## src/rtl/mem_access_unit.sv

```systemverilog
// rtl/mem_access_unit.sv - MEM-stage load/store controller with registered memory handshake,
// lane steering, load extension, fault pulses and busy-timeout abort.
module mem_access_unit #(
  parameter int TIMEOUT_CYCLES = 64
) (
  input  logic        CLK,
  input  logic        RESET,
  input  logic [2:0]  MEM_READ,
  input  logic [2:0]  MEM_WRITE,
  input  logic [31:0] ADDRESS,
  input  logic [31:0] STORE_DATA,
  output logic        BUSY_WAIT,
  output logic [31:0] LOAD_DATA,
  output logic        MISALIGN,
  output logic        ILLEGAL,
  output logic        BUS_ERR,
  output logic [31:0] MEM_ADDR,
  output logic        MEM_RD,
  output logic        MEM_WR,
  output logic [3:0]  MEM_BYTE_EN,
  output logic [31:0] MEM_WDATA,
  input  logic [31:0] MEM_RDATA,
  input  logic        MEM_BUSY
);

  typedef enum logic [1:0] {IDLE, ACCESS, DONE} state_t;

  localparam int CW = (TIMEOUT_CYCLES > 1) ? $clog2(TIMEOUT_CYCLES + 1) : 1;

  state_t         state;
  logic [CW-1:0]  tmo_cnt;
  logic [31:0]    cnt_next;
  logic [2:0]     op_code;
  logic [1:0]     op_lane;

  logic           rd_ok, wr_ok;
  logic           op_illegal, is_load, is_store, op_misalign, op_valid;
  logic [1:0]     sz;
  logic [3:0]     be_next;
  logic [31:0]    wdata_next;
  logic [7:0]     ld_byte;
  logic [15:0]    ld_half;
  logic [31:0]    ld_ext;

  assign rd_ok = (MEM_READ == 3'b001) || (MEM_READ == 3'b010) || (MEM_READ == 3'b011) ||
                 (MEM_READ == 3'b101) || (MEM_READ == 3'b110);
  assign wr_ok = (MEM_WRITE == 3'b001) || (MEM_WRITE == 3'b010) || (MEM_WRITE == 3'b011);

  assign op_illegal = ((|MEM_READ) && !rd_ok) || ((|MEM_WRITE) && !wr_ok) ||
                      ((|MEM_READ) && (|MEM_WRITE));
  assign is_load    = (|MEM_READ) && !op_illegal;
  assign is_store   = (|MEM_WRITE) && !op_illegal;

  // Code bits [1:0] encode the access size for both loads and stores: 01 byte, 10 half, 11 word.
  assign sz          = is_load ? MEM_READ[1:0] : MEM_WRITE[1:0];
  assign op_misalign = (is_load || is_store) &&
                       (((sz == 2'b10) && ADDRESS[0]) || ((sz == 2'b11) && (|ADDRESS[1:0])));
  assign op_valid    = (is_load || is_store) && !op_misalign;

  assign BUSY_WAIT = ((state == IDLE) && op_valid) || (state == ACCESS);

  always_comb begin
    be_next    = 4'b1111;
    wdata_next = '0;
    if (is_store) begin
      case (sz)
        2'b01: begin
          be_next    = 4'b0001 << ADDRESS[1:0];
          wdata_next = {4{STORE_DATA[7:0]}};
        end
        2'b10: begin
          be_next    = ADDRESS[1] ? 4'b1100 : 4'b0011;
          wdata_next = {2{STORE_DATA[15:0]}};
        end
        default: wdata_next = STORE_DATA;
      endcase
    end
  end

  assign ld_byte = MEM_RDATA[{op_lane, 3'b000} +: 8];
  assign ld_half = op_lane[1] ? MEM_RDATA[31:16] : MEM_RDATA[15:0];

  always_comb begin
    ld_ext = MEM_RDATA;
    case (op_code)
      3'b001:  ld_ext = {{24{ld_byte[7]}}, ld_byte};
      3'b010:  ld_ext = {{16{ld_half[15]}}, ld_half};
      3'b101:  ld_ext = {24'b0, ld_byte};
      3'b110:  ld_ext = {16'b0, ld_half};
      default: ld_ext = MEM_RDATA;
    endcase
  end

  assign cnt_next = 32'(tmo_cnt) + 32'd1;

  always_ff @(posedge CLK) begin
    if (RESET) begin
      state       <= IDLE;
      tmo_cnt     <= '0;
      op_code     <= '0;
      op_lane     <= '0;
      LOAD_DATA   <= '0;
      MISALIGN    <= 1'b0;
      ILLEGAL     <= 1'b0;
      BUS_ERR     <= 1'b0;
      MEM_ADDR    <= '0;
      MEM_RD      <= 1'b0;
      MEM_WR      <= 1'b0;
      MEM_BYTE_EN <= '0;
      MEM_WDATA   <= '0;
    end else begin
      MISALIGN <= 1'b0;
      ILLEGAL  <= 1'b0;
      BUS_ERR  <= 1'b0;
      case (state)
        IDLE: begin
          if (op_valid) begin
            MEM_ADDR    <= {ADDRESS[31:2], 2'b00};
            MEM_RD      <= is_load;
            MEM_WR      <= is_store;
            MEM_BYTE_EN <= be_next;
            MEM_WDATA   <= wdata_next;
            op_code     <= MEM_READ;
            op_lane     <= ADDRESS[1:0];
            tmo_cnt     <= '0;
            state       <= ACCESS;
          end else begin
            ILLEGAL  <= op_illegal;
            MISALIGN <= op_misalign;
          end
        end
        ACCESS: begin
          if (MEM_BUSY) begin
            tmo_cnt <= cnt_next[CW-1:0];
            if ((TIMEOUT_CYCLES != 0) && (cnt_next == 32'(TIMEOUT_CYCLES))) begin
              MEM_RD  <= 1'b0;
              MEM_WR  <= 1'b0;
              BUS_ERR <= 1'b1;
              if (MEM_RD) LOAD_DATA <= '0;
              state   <= DONE;
            end
          end else begin
            // MEM_RD is still held here, so it doubles as the "this is a load" flag.
            MEM_RD <= 1'b0;
            MEM_WR <= 1'b0;
            if (MEM_RD) LOAD_DATA <= ld_ext;
            state  <= DONE;
          end
        end
        DONE: begin
          tmo_cnt <= '0;
          state   <= IDLE;
        end
        default: state <= IDLE;
      endcase
    end
  end

endmodule
```

## config.mk

```make
export PLATFORM = sky130hd
export DESIGN_NAME = mem_access_unit
export DESIGN_NICKNAME = d
export VERILOG_FILES = /design/src/rtl/mem_access_unit.sv
export SDC_FILE = /design/constraint.sdc
export NUM_CORES = 1
export LEC_CHECK = 0
export ABC_CLOCK_PERIOD_IN_PS = 3430
export BUFFER_PORTS_ARGS = -buffer_cell sky130_fd_sc_hd__buf_2
export CAP_MARGIN = 30
export CORE_MARGIN = 2
export CORE_UTILIZATION = 49
export CTS_CLUSTER_DIAMETER = 150
export DETAILED_ROUTE_END_ITERATION = 6
export PLACE_DENSITY_LB_ADDON = 0.2
export SYNTH_ARGS = -nofsm -noshare
export SYNTH_HDL_FRONTEND = slang
export SYNTH_SLANG_ARGS = --single-unit
```

## constraint.sdc

```tcl
create_clock -name CLK -period 3.43 [get_ports CLK]
set_input_delay 0.343 -clock CLK [delete_from_list [all_inputs] [get_ports CLK]]
set_output_delay 0.343 -clock CLK [all_outputs]
set_load 0.05 [all_outputs]
```

Yosys cells after proc, flatten, opt, wreduce, memory -nomap -nowiden

Cells that the tools add are included.
Widths: inputs -> output; s select.

Add/sub/neg operators: 1
Eq/ne operators: 23
Shift-type cells: 2
Mux-type cells: 26
Bitwise operators: 3
Reduce and logical (&&, ||, !) cells: 39

Operator list:

| kind                | count |
|---|---|
| $mux 32             | 5 |
| $pmux 32 s4         | 1 |
| $pmux 32 s2         | 1 |
| $shiftx 32x6->8     | 1 |
| $pmux 7 s3          | 1 |
| $mux 16             | 1 |
| $eq 3x2->1 const B  | 5 |
| $mux 7              | 2 |
| $eq 3x3->1 const B  | 4 |
| $reduce_or 3->1     | 4 |
| $logic_or 1x1->1    | 11 |
| $logic_and 1x1->1   | 10 |
| $eq 3x1->1 const B  | 3 |
| $add 7x1->8 const B | 1 |
| $eq 8x7->1 const B  | 1 |
| $mux 2              | 4 |
| $mux 4              | 2 |
| $pmux 4 s2          | 1 |
| $eq 2x2->1 const B  | 3 |
| $ne 2x2->1 const B  | 3 |
| $reduce_and 3->1    | 2 |
| $mux 1              | 5 |
| $eq 2x1->1 const B  | 2 |
| $logic_not 1->1     | 4 |
| 12 further kinds    | 17 |

Register bits: 117
Input port bits: 105
Output and inout port bits: 106
Word-level logic and storage cells: 107

Depth between registers and ports, before layout

Word-level depth: 20
Depth in mapped cells: 13
Gate-level depth less buffers: 11

Least setup slack after synthesis

No wires, ideal clock.

Path kind: input port to flip-flop
Start point: input port MEM_READ[0]
End point: register MEM_WR
Library setup time: 182 ps
Arrival time: 2952 ps
Path slack: 296 ps
Stages: 10
Path through: nor2_1 > a21oi_1 > and3_1 > a21o_1 > ha_1 > o21a_1 > nor3_2 > o21ai_0 > a21oi_1 > a311oi_1

Cells in the longest elaborated chain, start to end: 20
Elaborated cells on any way between the ends: 32
Those cells by class: 8 x eq/ne; 3 x mux; 21 x reduce/logical

Ends and longest elaborated chain:

| what                                     | RTL line | RTL |
|---|---|---|
| start: declaration                       | 8        | `input logic [2:0] MEM_READ,` |
| $eq 3x1->1 or $eq 3x2->1 (tied branches) | 45       | `assign rd_ok = (MEM_READ == 3'b001) \|\| (MEM_READ == 3'b010) \|\| (MEM_READ == 3'b011) \|\|` |
| $logic_or 1x1->1 (3 in series)           | 45       |  |
| $logic_or 1x1->1                         | 46       | `(MEM_READ == 3'b101) \|\| (MEM_READ == 3'b110);` |
| $logic_not 1->1                          | 49       | `assign op_illegal = ((\|MEM_READ) && !rd_ok) \|\| ((\|MEM_WRITE) && !wr_ok) \|\|` |
| $logic_and 1x1->1                        | 49       |  |
| $logic_or 1x1->1 (2 in series)           | 49       |  |
| $logic_not 1->1                          | 51, 52   |  |
| $logic_and 1x1->1                        | 51       | `assign is_load = (\|MEM_READ) && !op_illegal;` |
| $mux 2                                   | 55       | `assign sz = is_load ? MEM_READ[1:0] : MEM_WRITE[1:0];` |
| $eq 2x2->1                               | 57       | `(((sz == 2'b10) && ADDRESS[0]) \|\| ((sz == 2'b11) && (\|ADDRESS[1:0])));` |
| $logic_and 1x1->1                        | 57       |  |
| $logic_or 1x1->1                         | 57       |  |
| $logic_and 1x1->1                        | 56       | `assign op_misalign = (is_load \|\| is_store) &&` |
| $logic_not 1->1                          | 58       | `assign op_valid = (is_load \|\| is_store) && !op_misalign;` |
| $logic_and 1x1->1                        | 58       |  |
| $ne 2x2->1 (no line)                     | -        |  |
| $reduce_and 3->1 (no line)               | -        |  |
| end signal: assignment                   | 120      | `MEM_WR <= is_store;` |
| end: declaration                         | 19       | `output logic MEM_WR,` |

Parallel ways exist; a longest one is shown, timed or not. The select of a mux whose other input is x is not followed.
A chain may end at the register's enable or synchronous reset.

Worst setup path in the final report

Start point: input port MEM_READ[0]
End point: output port BUSY_WAIT

Cells in the longest elaborated chain, start to end: 20
Elaborated cells on any way between the ends: 30
Those cells by class: 7 x eq/ne; 1 x mux; 22 x reduce/logical

Ends and longest elaborated chain:

| what                                     | RTL line | RTL |
|---|---|---|
| $eq 3x1->1 or $eq 3x2->1 (tied branches) | 45       |  |
| $logic_or 1x1->1 (3 in series)           | 45       |  |
| $logic_or 1x1->1                         | 46       |  |
| $logic_not 1->1                          | 49       |  |
| $logic_and 1x1->1                        | 49       |  |
| $logic_or 1x1->1 (2 in series)           | 49       |  |
| $logic_not 1->1                          | 51, 52   |  |
| $logic_and 1x1->1                        | 51       |  |
| $mux 2                                   | 55       |  |
| $eq 2x2->1                               | 57       |  |
| $logic_and 1x1->1                        | 57       |  |
| $logic_or 1x1->1                         | 57       |  |
| $logic_and 1x1->1                        | 56       |  |
| $logic_not 1->1                          | 58       |  |
| $logic_and 1x1->1 *                      | 58       |  |
| $logic_and 1x1->1 *                      | 60       | `assign BUSY_WAIT = ((state == IDLE) && op_valid) \|\| (state == ACCESS);` |
| $logic_or 1x1->1 *                       | 60       |  |
| end: declaration                         | 12       | `output logic BUSY_WAIT,` |

Every way passes the cells marked *; elsewhere a longest branch is shown, timed or not.

==> results.json <==
{
  "drcViolationCount": 0,
  "vias": 5670,
  "htreeDepth": 4,
  "ctsHoldBuffers": 0,
  "io_pins": 211,
  "clkTransAtPathRegs_ps": 60,
  "ys.warnings.count": 0,
  "die_w_um": 110,
  "r2r_end": "LOAD_DATA[31]$_SDFFE_PP0P_",
  "antenna_cells": 0,
  "ant_nets": 0,
  "wire_per_inst_um": 16.1,
  "cts_setup_buffers": 0,
  "worst_pin_slew_ps": 949,
  "status": "finished, final reports clean",
  "maxSlewViolCount": 0,
  "hold_depth": 3,
  "antenna_found_initial": 0,
  "max-cap-violations": 0,
  "cp_slowest_stage_delay_ps": 300,
  "path_class": "in -> out",
  "drt-initial-drc-count": 377,
  "grt_pass1_wl_um": 25500,
  "area_growth_syn_to_layout_pct": 30.4,
  "wirelength_um": 16200,
  "rows": 38,
  "clock_latency_ps": 520,
  "rsz0062_at_grt": "no",
  "fin_nets": 964,
  "grt_pass1_vias": 5403,
  "clock-root-buffer": "clkbuf_8",
  "grt_use_total": 0.269,
  "setup_viol": 0,
  "die_h_um": 110,
  "hold_end": "MEM_ADDR[11]$_SDFFE_PP0P_",
  "max_freq_mhz": 344,
  "finalHoldViolations": 0,
  "drt_first_pass_iters": 5,
  "grt_start_max_net_pins": 93,
  "path_max_fanout": 7,
  "synth-seq-cells": 117,
  "power_frac_clock": 0.495,
  "finalSetupTns_ps": 0,
  "period_minus_slack_ps": 2900,
  "hpwl_um": 11600,
  "gp_congestion": 0.874,
  "r2r_slack_ps": 930,
  "internal_power_mw": 2.71,
  "p_comb_frac": 0.122,
  "leakage_nw": 3.12,
  "cts_tree": "yes",
  "yosys.cell_types.count": 58,
  "hp-start": "ADDRESS[11]",
  "ys_async_sr_fraction": 0,
  "synth.cell_area_um2": 5510,
  "swShare": 0.259,
  "skew_ps": 5.96,
  "core_area_um2": 10900,
  "clock_sinks": 117,
  "cts_buffers": 17,
  "pwr-share-seq": 0.383,
  "clockBufferDepth": 2,
  "grt_overflow": 0,
  "worst_ir_drop_vdd_mv": 0.392,
  "ys_seq_area_frac": 0.425,
  "power.switching_mw": 0.950,
  "min_path_type": "in -> reg",
  "worst_setup_path_start_kind": "primary input",
  "die-area_um2": 12100,
  "worstRegToRegCells": 4,
  "endpoint_kind": "output port",
  "synth_edf_count": 0,
  "path_cells": "buf_2, nor2_1, a21oi_1, and3_1, a21o_1, ha_1, and2_1, nor3_2, o21ai_0, a21oi_1, buf_2",
  "cpMaxStageDelayCell": "buf_2",
  "cp_data_required_time_ps": 3090,
  "fill_cells": 936,
  "fin_util": 0.659,
  "r2r_start": "op_lane[1]$_SDFFE_PP0P_",
  "post_cts_resized": 0,
  "relSlewSlack": 0.365,
  "fin_crit_sh": 0.847,
  "layout-drive-gt1-share": 0.309,
  "syn_avg_cell_area_um2": 8.20,
  "arrival_ps": 2560,
  "synth-main-ff-cell": "dfxtp_1",
  "port_buffers": 208,
  "synthCells": 671,
  "cellPowerDensity_nw_per_um2": 511,
  "start_util": 0.506,
  "drt-vias-per-instance": 5.63
}
-- logic make-up after synthesis --
group / after synthesis / synth area share
other: 1 / 0.000681
muxes: 16 / 0.0291
DFF: 117 / 0.425
AOI/OAI and AO/OA: 225 / 0.275
adders and majority gates: 4 / 0.00909
buffers and inverters: 58 / 0.0498
and+or+nand+nor: 250 / 0.210
-- power by group through the flow --
stage	sequential, mW	combinational [mW]	clock, mW
floorplan	1.50	0.225	0
detailed placement	1.43	0.443	0
CTS	1.40	0.444	1.84
global placement	1.43	0.431	0
global route	1.41	0.487	1.91
finish	1.40	0.446	1.81
-- Yosys cell counts, types with 7 or more instances --
| library cell | instances | share of area |
|---|---|---|
| a21oi_1 | 74 | 0.067 |
| a22o_1 | 16 | 0.025 |
| a22oi_1 | 40 | 0.055 |
| buf_2 | 12 | 0.011 |
| buf_4 | 7 | 0.0095 |
| clkbuf_1 | 28 | 0.019 |
| dfxtp_1 | 117 | 0.43 |
| mux2i_1 | 16 | 0.029 |
| nand2_1 | 110 | 0.075 |
| nand2b_1 | 11 | 0.013 |
| nor2_1 | 73 | 0.050 |
| nor3_1 | 12 | 0.011 |
| o21ai_0 | 34 | 0.031 |
| o2bb2ai_1 | 16 | 0.025 |
-- cell usage in the layout, fill, tap and decap left out, types with 3 or more instances in the layout --
cell,count
buf_2,208
dfxtp_1,117
nand2_1,110
a21oi_1,74
nor2_1,73
a22oi_1,40
o21ai_0,34
mux2i_1,16
a22o_1,16
o2bb2ai_1,16
clkbuf_16,16
nor3_1,12
nand2b_1,11
buf_4,8
or2_2,6
nor2b_1,6
nand3_1,6
a311oi_1,6
inv_1,5
a211oi_1,5
nor3b_1,5
o221ai_1,5
clkbuf_8,5
a21o_1,4
ha_1,4
and3_1,3
o211a_1,3
a211o_1,3
nand3b_1,3
clkinv_4,3
clkinvlp_4,3
bufinv_16,3
-- worst max-delay path: cells and delay by family --
family,cells,cell delay (ps)
buffers and inverters,2,440
adder cells (fa/ha/maj),1,210
AND/OR/NAND/NOR,4,840
AO/OA/AOI/OAI,4,740
-- layout make-up --
type / count / area, um^2 / area share
clock inverter: 11 / 149 / 0.0207
sequential: 117 / 2340 / 0.326
tap: 140 / 175 / 0.0244
multi-input combinational: 497 / 2900 / 0.404
inverter: 5 / 18.8 / 0.00262
clock buffer: 21 / 469 / 0.0654
timing repair buffer: 217 / 1120 / 0.156
-- registers in the layout (all words and copies together) (netlist names) --
signal,count
BUS_ERR,1
ILLEGAL,1
LOAD_DATA,32
MEM_ADDR,30
MEM_BYTE_EN,4
MEM_RD,1
MEM_WDATA,32
MEM_WR,1
MISALIGN,1
op_code,3
op_lane,2
state,2
tmo_cnt,7
-- per-layer routing --
layer	wire [um]	share of wire	global-route usage	vias to the layer above
met5	0	0	0	-
met4	293	0.018	0.100	0
met3	1320	0.081	0.0829	26
met2	7940	0.49	0.453	225
met1	6640	0.41	0.322	2645
li1	-	-	-	2774
-- worst max path at each step --
stage / to / slack, ps / start
after floorplan: MEM_WR$_SDFFE_PP0P_ / 300 / MEM_READ[0]
after global placement: MEM_WDATA[24]$_SDFFE_PP0P_ / 610 / MEM_READ[0]
after detailed placement: MEM_BYTE_EN[3]$_SDFFE_PP0P_ / 450 / MEM_READ[0]
after CTS: BUSY_WAIT / 530 / MEM_READ[0]
after global routing: BUSY_WAIT / 310 / MEM_READ[0]
final: BUSY_WAIT / 530 / MEM_READ[0]
-- metrics by stage --
stage | setup WS [ps] | hold WS [ps] | total power, mW | instance area [um^2] | cells
detailed placement | 452 | 445 | 1.88 | 6560 | 976
global route | 306 | 56.2 | 3.80 | 7180 | 1008
finish | 526 | 60.9 | 3.66 | 7180 | 1008
CTS | 532 | 46.2 | 3.68 | 7180 | 1008
global placement | 609 | 435 | 1.86 | 6550 | 975
floorplan | 296 | 462 | 1.72 | 5510 | 672
Note: power is estimated with default switching activity, not from simulation.
